<file path="src/rtl/uart_tx_fifo.sv">
// UART transmitter with built-in baud divider, push FIFO and start/data/parity/stop FSM.
// Optional CTS flow control is compiled in with `define UART_TX_CTS_EN.
module uart_tx_fifo #(
   parameter int CLK_HZ     = 48000000,
   parameter int BAUD       = 1000000,
   parameter int DATA_BITS  = 8,
   parameter int PARITY     = 0,
   parameter int STOP_BITS  = 1,
   parameter int FIFO_DEPTH = 16
) (
   input  logic                          mclk,
   input  logic                          reset_n,
   input  logic [DATA_BITS-1:0]          data,
   input  logic                          data_strobe,
   output logic                          ready,
   output logic                          serial,
   output logic                          busy,
   output logic [$clog2(FIFO_DEPTH):0]   fifo_count,
   output logic                          overflow
`ifdef UART_TX_CTS_EN
   ,
   input  logic                          cts_n
`endif
);

   localparam int DIVISOR = CLK_HZ / BAUD;
   localparam int CNT_W   = (DIVISOR > 2) ? $clog2(DIVISOR) : 1;
   localparam int PTR_W   = $clog2(FIFO_DEPTH);
   localparam int IDX_W   = 3;

   localparam logic [CNT_W-1:0] CNT_RELOAD = CNT_W'(DIVISOR - 1);
   localparam logic [PTR_W:0]   FULL_COUNT = (PTR_W + 1)'(FIFO_DEPTH);
   localparam logic [IDX_W-1:0] LAST_DATA  = IDX_W'(DATA_BITS - 1);
   localparam logic [IDX_W-1:0] LAST_STOP  = IDX_W'(STOP_BITS - 1);

   typedef enum logic [2:0] {
      S_IDLE,
      S_START,
      S_DATA,
      S_PARITY,
      S_STOP
   } state_t;

   state_t               state_q, state_d;
   logic [CNT_W-1:0]     cnt_q, cnt_d;
   logic [IDX_W-1:0]     idx_q, idx_d;
   logic [DATA_BITS-1:0] shift_q, shift_d;
   logic                 parity_q, parity_d;
   logic                 serial_q, serial_d;
   logic                 overflow_q, overflow_d;

   logic [DATA_BITS-1:0] mem_q [FIFO_DEPTH];
   logic [PTR_W-1:0]     wr_ptr_q, wr_ptr_d;
   logic [PTR_W-1:0]     rd_ptr_q, rd_ptr_d;
   logic [PTR_W:0]       count_q, count_d;

   logic                 push;
   logic                 pop;
   logic                 send_ok;
   logic                 start_ok;
   logic                 load_frame;
   logic [DATA_BITS-1:0] head;
   logic                 head_parity;

`ifdef UART_TX_CTS_EN
   logic cts_meta_q;
   logic cts_sync_q;

   // Both sync flops reset to "not clear to send" so nothing leaves before CTS is seen.
   always_ff @(posedge mclk or negedge reset_n) begin
      if (!reset_n) begin
         cts_meta_q <= 1'b1;
         cts_sync_q <= 1'b1;
      end else begin
         cts_meta_q <= cts_n;
         cts_sync_q <= cts_meta_q;
      end
   end

   assign send_ok = ~cts_sync_q;
`else
   assign send_ok = 1'b1;
`endif

   // ready uses the pre-edge count, so a push into a full FIFO is dropped even on a pop edge.
   assign ready       = (count_q != FULL_COUNT);
   assign push        = data_strobe && ready;
   assign overflow_d  = data_strobe && !ready;
   assign start_ok    = (count_q != '0) && send_ok;
   assign head        = mem_q[rd_ptr_q];
   assign head_parity = (PARITY == 1) ? ~^head : ^head;

   always_comb begin
      // NOTE: every always_comb output gets a default first; a missed branch would otherwise infer a latch.
      wr_ptr_d = push ? wr_ptr_q + 1'b1 : wr_ptr_q;
      rd_ptr_d = pop  ? rd_ptr_q + 1'b1 : rd_ptr_q;
      case ({push, pop})
         2'b10:   count_d = count_q + 1'b1;
         2'b01:   count_d = count_q - 1'b1;
         default: count_d = count_q;
      endcase
   end

   always_comb begin
      state_d    = state_q;
      cnt_d      = cnt_q;
      idx_d      = idx_q;
      shift_d    = shift_q;
      parity_d   = parity_q;
      serial_d   = serial_q;
      load_frame = 1'b0;
      pop        = 1'b0;

      if (state_q == S_IDLE) begin
         load_frame = start_ok;
      end else if (cnt_q != '0) begin
         cnt_d = cnt_q - 1'b1;
      end else begin
         cnt_d = CNT_RELOAD;
         case (state_q)
            S_START: begin
               state_d  = S_DATA;
               idx_d    = '0;
               serial_d = shift_q[0];
               shift_d  = shift_q >> 1;
            end
            S_DATA: begin
               if (idx_q == LAST_DATA) begin
                  idx_d = '0;
                  if (PARITY != 0) begin
                     state_d  = S_PARITY;
                     serial_d = parity_q;
                  end else begin
                     state_d  = S_STOP;
                     serial_d = 1'b1;
                  end
               end else begin
                  idx_d    = idx_q + 1'b1;
                  serial_d = shift_q[0];
                  shift_d  = shift_q >> 1;
               end
            end
            S_PARITY: begin
               state_d  = S_STOP;
               idx_d    = '0;
               serial_d = 1'b1;
            end
            S_STOP: begin
               if (idx_q == LAST_STOP) begin
                  idx_d = '0;
                  if (start_ok) begin
                     load_frame = 1'b1;
                  end else begin
                     state_d = S_IDLE;
                     cnt_d   = '0;
                  end
               end else begin
                  idx_d = idx_q + 1'b1;
               end
            end
            default: begin
               state_d  = S_IDLE;
               cnt_d    = '0;
               serial_d = 1'b1;
            end
         endcase
      end

      // The start edge pops the head, drops the line and starts the first bit period.
      if (load_frame) begin
         pop      = 1'b1;
         state_d  = S_START;
         cnt_d    = CNT_RELOAD;
         idx_d    = '0;
         shift_d  = head;
         parity_d = head_parity;
         serial_d = 1'b0;
      end
   end

   // NOTE: FIFO storage has no reset; the pointers and count alone define what is valid.
   always_ff @(posedge mclk) begin
      if (push) begin
         mem_q[wr_ptr_q] <= data;
      end
   end

   always_ff @(posedge mclk or negedge reset_n) begin
      if (!reset_n) begin
         state_q    <= S_IDLE;
         cnt_q      <= '0;
         idx_q      <= '0;
         shift_q    <= '0;
         parity_q   <= 1'b0;
         serial_q   <= 1'b1;
         overflow_q <= 1'b0;
         wr_ptr_q   <= '0;
         rd_ptr_q   <= '0;
         count_q    <= '0;
      end else begin
         state_q    <= state_d;
         cnt_q      <= cnt_d;
         idx_q      <= idx_d;
         shift_q    <= shift_d;
         parity_q   <= parity_d;
         serial_q   <= serial_d;
         overflow_q <= overflow_d;
         wr_ptr_q   <= wr_ptr_d;
         rd_ptr_q   <= rd_ptr_d;
         count_q    <= count_d;
      end
   end

   assign serial     = serial_q;
   assign overflow   = overflow_q;
   assign fifo_count = count_q;
   assign busy       = (state_q != S_IDLE) || (count_q != '0);

endmodule

</file>
<file path="config.mk">
export PLATFORM = sky130hd
export DESIGN_NAME = uart_tx_fifo
export DESIGN_NICKNAME = d
export VERILOG_FILES = /design/src/rtl/uart_tx_fifo.sv
export SDC_FILE = /design/constraint.sdc
export NUM_CORES = 1
export LEC_CHECK = 0
export ABC_AREA = 1
export CORE_MARGIN = 1.5
export CORE_UTILIZATION = 65
export DETAILED_ROUTE_END_ITERATION = 10
export PLACE_DENSITY = 0.83
export SETUP_SLACK_MARGIN = 0.1
export SKIP_LAST_GASP = 1
export SYNTH_ARGS = -nofsm -noshare
export SYNTH_HDL_FRONTEND = slang
export SYNTH_SLANG_ARGS = --single-unit
</file>
<file path="constraint.sdc">
create_clock -name mclk -period 4.2 [get_ports mclk]
set_clock_uncertainty 0.1 [all_clocks]
set_input_delay 0.63 -clock mclk [delete_from_list [all_inputs] [get_ports mclk]]
set_output_delay 0.63 -clock mclk [all_outputs]
set_load 0.02 [all_outputs]
</file>
## Word-level counts from Yosys, hierarchy flattened

Memories as Yosys holds them, arrays and structs flattened.
Index checks and enable logic that the tools add are counted.
Widths: inputs -> output; s select.

| storage, ports and cells | value |
|---|---|
| bits in writable memories | 128 |
| latch bits | 0 |
| register bits | 35 |
| memories | 1 |
| ROM bits | 0 |
| output and inout bits | 9 |
| word-level logic and storage cells | 87 |

| cells by class | value |
|---|---|
| equality and inequality tests | 15 |
| order comparisons | 0 |
| reduce and logical (&&, ||, !) cells | 18 |
| bitwise gates (word level) | 0 |
| add/subtract/negate cells | 6 |
| shift operators | 0 |
| multipliers | 0 |
| multiplexer cells | 38 |
| div/mod/pow operators | 0 |

Memories:

| name | depth | width | read ports | clocked after Yosys merged registers in | write ports | RTL line | RTL |
|---|---|---|---|---|---|---|---|
| mem_q | 16 | 8 | 1 | 0 | 1 | 52 | `logic [DATA_BITS-1:0] mem_q [FIFO_DEPTH];` |

Operators by type and width:

| kind | count |
|---|---|
| $mux 3 | 11 |
| $mux 8 | 4 |
| $mux 6 | 5 |
| $pmux 8 s2 | 1 |
| $mux 1 | 12 |
| $ne 3x3->1 const B | 4 |
| $pmux 3 s4 | 1 |
| $pmux 6 s2 | 1 |
| $pmux 5 s2 | 1 |
| $pmux 3 s3 | 1 |
| $add 4x1->4 const B | 2 |
| $eq 3x2->1 const B | 2 |
| $eq 3x3->1 const B | 2 |
| $logic_not 3->1 | 2 |
| $ne 2x2->1 const B | 3 |
| $reduce_and 3->1 | 2 |
| $reduce_bool 3->1 | 2 |
| $reduce_bool 6->1 | 1 |
| $sub 6x1->6 const B | 1 |
| $add 5x1->5 const B | 1 |
| $ne 5x5->1 const B | 1 |
| $reduce_and 5->1 | 1 |
| $reduce_bool 5->1 | 1 |
| $sub 5x1->5 const B | 1 |
| other kinds (13) | 14 |

## Logic depth before layout (Yosys ltp)

| depth | value |
|---|---|
| word-level depth | 9 |
| gate-level depth with buffers | 17 |
| depth with buffers taken out | 16 |

## Worst setup path after synthesis

OpenSTA, ideal clock, no wires.

| timing | value |
|---|---|
| path kind | register to register |
| start | register cnt_q[0] |
| end | register count_q[4], in the netlist fifo_count[4] |
| setup time | 0.117 ns |
| data required time | 3.983 ns |
| slack | 1.749 ns |
| data arrival time | 2.234 ns |
| stages on the path, launching flop included | 18 |
| clock period less this slack | 2.451 ns |
| cell sequence | dfrtp_1 -> inv_1 -> ha_1 -> nand3_2 -> nor2_4 -> nand3_2 -> nand2_4 -> buf_4 -> ha_1 -> xor2_1 -> ha_1 -> inv_1 -> nand2_1 -> nand2_1 -> nand2_1 -> nand2_1 -> nand3_1 -> nand2_1 |

| on the way | value |
|---|---|
| cells in the longest elaborated chain, start to end | 6 |

RTL lines:

| what | RTL line | RTL |
|---|---|---|
| from (decl) | 45 | `logic [CNT_W-1:0] cnt_q, cnt_d;` |
| from (signal assigned) | 202 | `cnt_q <= cnt_d;` |
| $reduce_bool 6->1 (*) | 116 | `end else if (cnt_q != '0) begin` |
| $mux 1 (*) | 116 |  |
| $mux 1 (*) | 114 | `if (state_q == S_IDLE) begin` |
| via load_frame | 61 | `logic load_frame;` |
| $mux 1 (*) | 170 | `if (load_frame) begin` |
| $eq 2x1->1 or $eq 2x2->1 (tied branches) | 97 | `case ({push, pop})` |
| $pmux 5 s2 or $reduce_bool 2->1 (tied branches) | n/a |  |
| to (signal assigned) | 210 | `count_q <= count_d;` |
| to (decl) | 55 | `logic [PTR_W:0] count_q, count_d;` |

Mark *: on every way through the listed nets, which the timed path passes. The rest lies on a longest branch.
A chain may end at the register's enable or synchronous reset.

## Worst setup path after layout

| timing | value |
|---|---|
| start | register count_q[0], in the netlist fifo_count[0] |
| end | output busy |

| on the way | value |
|---|---|
| cells in the longest elaborated chain, start to end | 2 |

RTL lines:

| what | RTL line | RTL |
|---|---|---|
| $reduce_bool 5->1 | 217 | `assign busy = (state_q != S_IDLE) \|\| (count_q != '0);` |
| $logic_or 1x1->1 | 217 |  |
| to (decl) | 17 | `output logic busy,` |

Every way passes these cells.

==> metrics.txt <==
outcome=completed; Max Slew Vio Count=0; library cells used by synthesis=40; Mapped Nets=659; Design Area, Final=7940 sq um; global-route wire length before repair=25000 microns; Setup Viol. Count Final=0; CTS resizes=0; Buffers on Ports=19; most common cell after layout, fill and taps aside=edfxtp_1; Max FO, Critical Path=9; clock sink count=163; final setup margin=1.06 ns; Area growth, synth to finish=11.4%; Setup TNS Final=0 ns; headroom to the max-slew limit=37.4%; Final Hold Viols=0; CTS tree=built; CTS max path bufs=2; Tmin final=between 3 and 4 ns; WP data required=3.47 ns; CTS Hold Bufs=0; Buffers & Inverters on Critical Path=2; Main synth FF type=edfxtp_1; PwrDens=722 nW/um^2; DRT Pass-1 Iters=5; initial antenna violation count=0; Static Leak=0.00295 uW; # IOs=20; Die Wd=108 microns; arrival time worst endpoint=2.41 ns; critical-path cell list=nor2_1, nand3b_4, nor2_4, clkinv_1, clkdlybuf4s50_1; HPWL after DPL=9880 microns; Max Fclk=319 MHz; number of setup buffers added after CTS=0; cell count after synthesis=approximately 640; Area after DPL=7340 sq um; slowest stage cell, crit path=clkdlybuf4s50_1; nature of the critical path startpoint=flip-flop; Seq cells post-synth=163; Clock Latency Late Sink=0.54 ns; WL/cell=19.8 microns; layout cells sized above 1=8.48%; largest net degree at the start of global routing=73; Layout Nets=670; Period Utilization, post-route=74.7%; DRT iter0 DRCs=582; GP Congestion=0.901; Seq/Total Area, Yosys=66.2%; FILL cells=714; gr ovfl total=0; # DRC=0; clock-pin slew on the worst setup and hold paths=0.06 ns; worst-margin pin slew=0.938 ns; crit path capture type=output port; Core Util, Final=roughly three quarters; post-synthesis cell area=7130 sq um; num rows=38; Async SR Flop Fraction=between 20% and 30%; H-Tree Depth=4; CP top delay family=buffers and inverters; slowest stage delay, CP=approximately 0.60 ns; Post-Route WL=15800 microns; RSZ-0062 raised after global routing=false; number of synthesized flops with an enable pin=approximately 130; IR drop worst, VDD=about 0.47 mV; Chip Height=108 microns; number of warnings issued by yosys=0; CTS Root Cell=clkbuf_8; die footprint=11600 sq um; antenna diode count=0; worst slack at placement=about 1.4 ns; core area=between 10000 and 15000 sq um; commonest cells after routing, fill and taps aside=edfxtp_1, nor2_1, o21ai_0; Min-Delay Path Class=in -> async; GRT Util Overall=29.9%; kind of critical path=reg -> out; Max-Cap Viols=0; Via-to-Cell Ratio=6.18; total CTS buffers=17; Initial Util=66.4%; Detail Route Antenna Nets=0; syn avg cell area=11.2 sq um; vias in the first global route=4872; DR vias=4941
-- layout make-up --
type                            count  area (sq um)  area share, %
Multi-Input combinational cell    396          2060           26.0
Sequential cell                   163          4720           59.5
Inverter                           48           184           2.32
Clock inverter                     10           146           1.84
Tap cell                          140           175           2.21
Timing Repair Buffer               21           200           2.52
Clock buffer                       22           453           5.70
-- per-layer routing --
metal	track usage [%]	wire (microns)	vias up	share of wire [%]
li1	-	-	2246	-
met1	38.3	6120	2383	39
met2	48.5	7780	260	49
met3	7.75	1400	52	8.8
met4	13.3	524	0	3.3
met5	0	0	-	0
-- flip-flops by register name, summed over array words and instances (netlist names) --
name / cells
wr_ptr_q: 4
mem_q: 128
rd_ptr_q: 4
state_q: 3
idx_q: 3
cnt_q: 6
fifo_count: 5
shift_q: 8
serial: 1
overflow: 1
-- path summary, 6_finish.rpt --
| path | startpoint | end | slack [ns] | cells past startpoint |
|---|---|---|---|---|
| min in group mclk | shift_q[7]$_DFFE_PN0P_ | shift_q[7]$_DFFE_PN0P_ | 0.39 | 2 |
| hold reg to reg | shift_q[7]$_DFFE_PN0P_ | shift_q[7]$_DFFE_PN0P_ | 0.39 | 2 |
| setup / recovery | fifo_count[0]$_DFFE_PN0P_ | busy | 1.06 | 5 |
| hold / removal | reset_n | shift_q[5]$_DFFE_PN0P_ | 0.08 | 1 |
| max in group asynchronous | reset_n | rd_ptr_q[0]$_DFFE_PN0P_ | 3.35 | 1 |
| setup reg to reg | cnt_q[0]$_DFFE_PN0P_ | fifo_count[4]$_DFFE_PN0P_ | 1.37 | 16 |
-- where the power goes --
part	leakage (uW)	switching [uW]	internal, uW
clock	0.000291	624	945
combinational	0.00108	1310	606
sequential	0.00158	221	2030
total	0.00295	2160	3580
-- synth_stat cells (all sizes together) (6+ instances only) --
| cell type | instances | area share, % |
|---|---|---|
| o221ai | 6 | 0.74 |
| edfxtp | 128 | 54 |
| xor2 | 9 | 1.1 |
| o21ai | 95 | 6.7 |
| inv | 45 | 2.4 |
| nand3 | 28 | 2.2 |
| ha | 12 | 2.1 |
| dfrtp | 34 | 12 |
| clkbuf | 7 | 0.37 |
| nor2 | 117 | 6.8 |
| buf | 22 | 1.9 |
| o211ai | 10 | 1.1 |
| nand2 | 71 | 3.9 |
| o22ai | 11 | 0.96 |
| nand4 | 8 | 0.70 |
| a21oi | 16 | 1.2 |
-- cell families after synthesis --
| group | share of synthesized area, % |
|---|---|
| compound gates | 11.0 |
| xor+xnor | 1.47 |
| fa+ha+maj | 2.11 |
| buf+inv | 4.89 |
| flops | 66.2 |
| simple gates | 14.4 |
-- through the flow --
| stage | hold WS, ns | power, uW | instances |
|---|---|---|---|
| finish | 0.0797 | 5740 | 800 |
| global route | 0.137 | 6060 | 800 |
| CTS | 0.0850 | 5710 | 800 |
| detailed placement | 0.383 | 4140 | 768 |
| global placement | 0.356 | 4040 | 768 |
| floorplan | 0.234 | 3630 | 636 |
(Power assumes the default switching activity.)
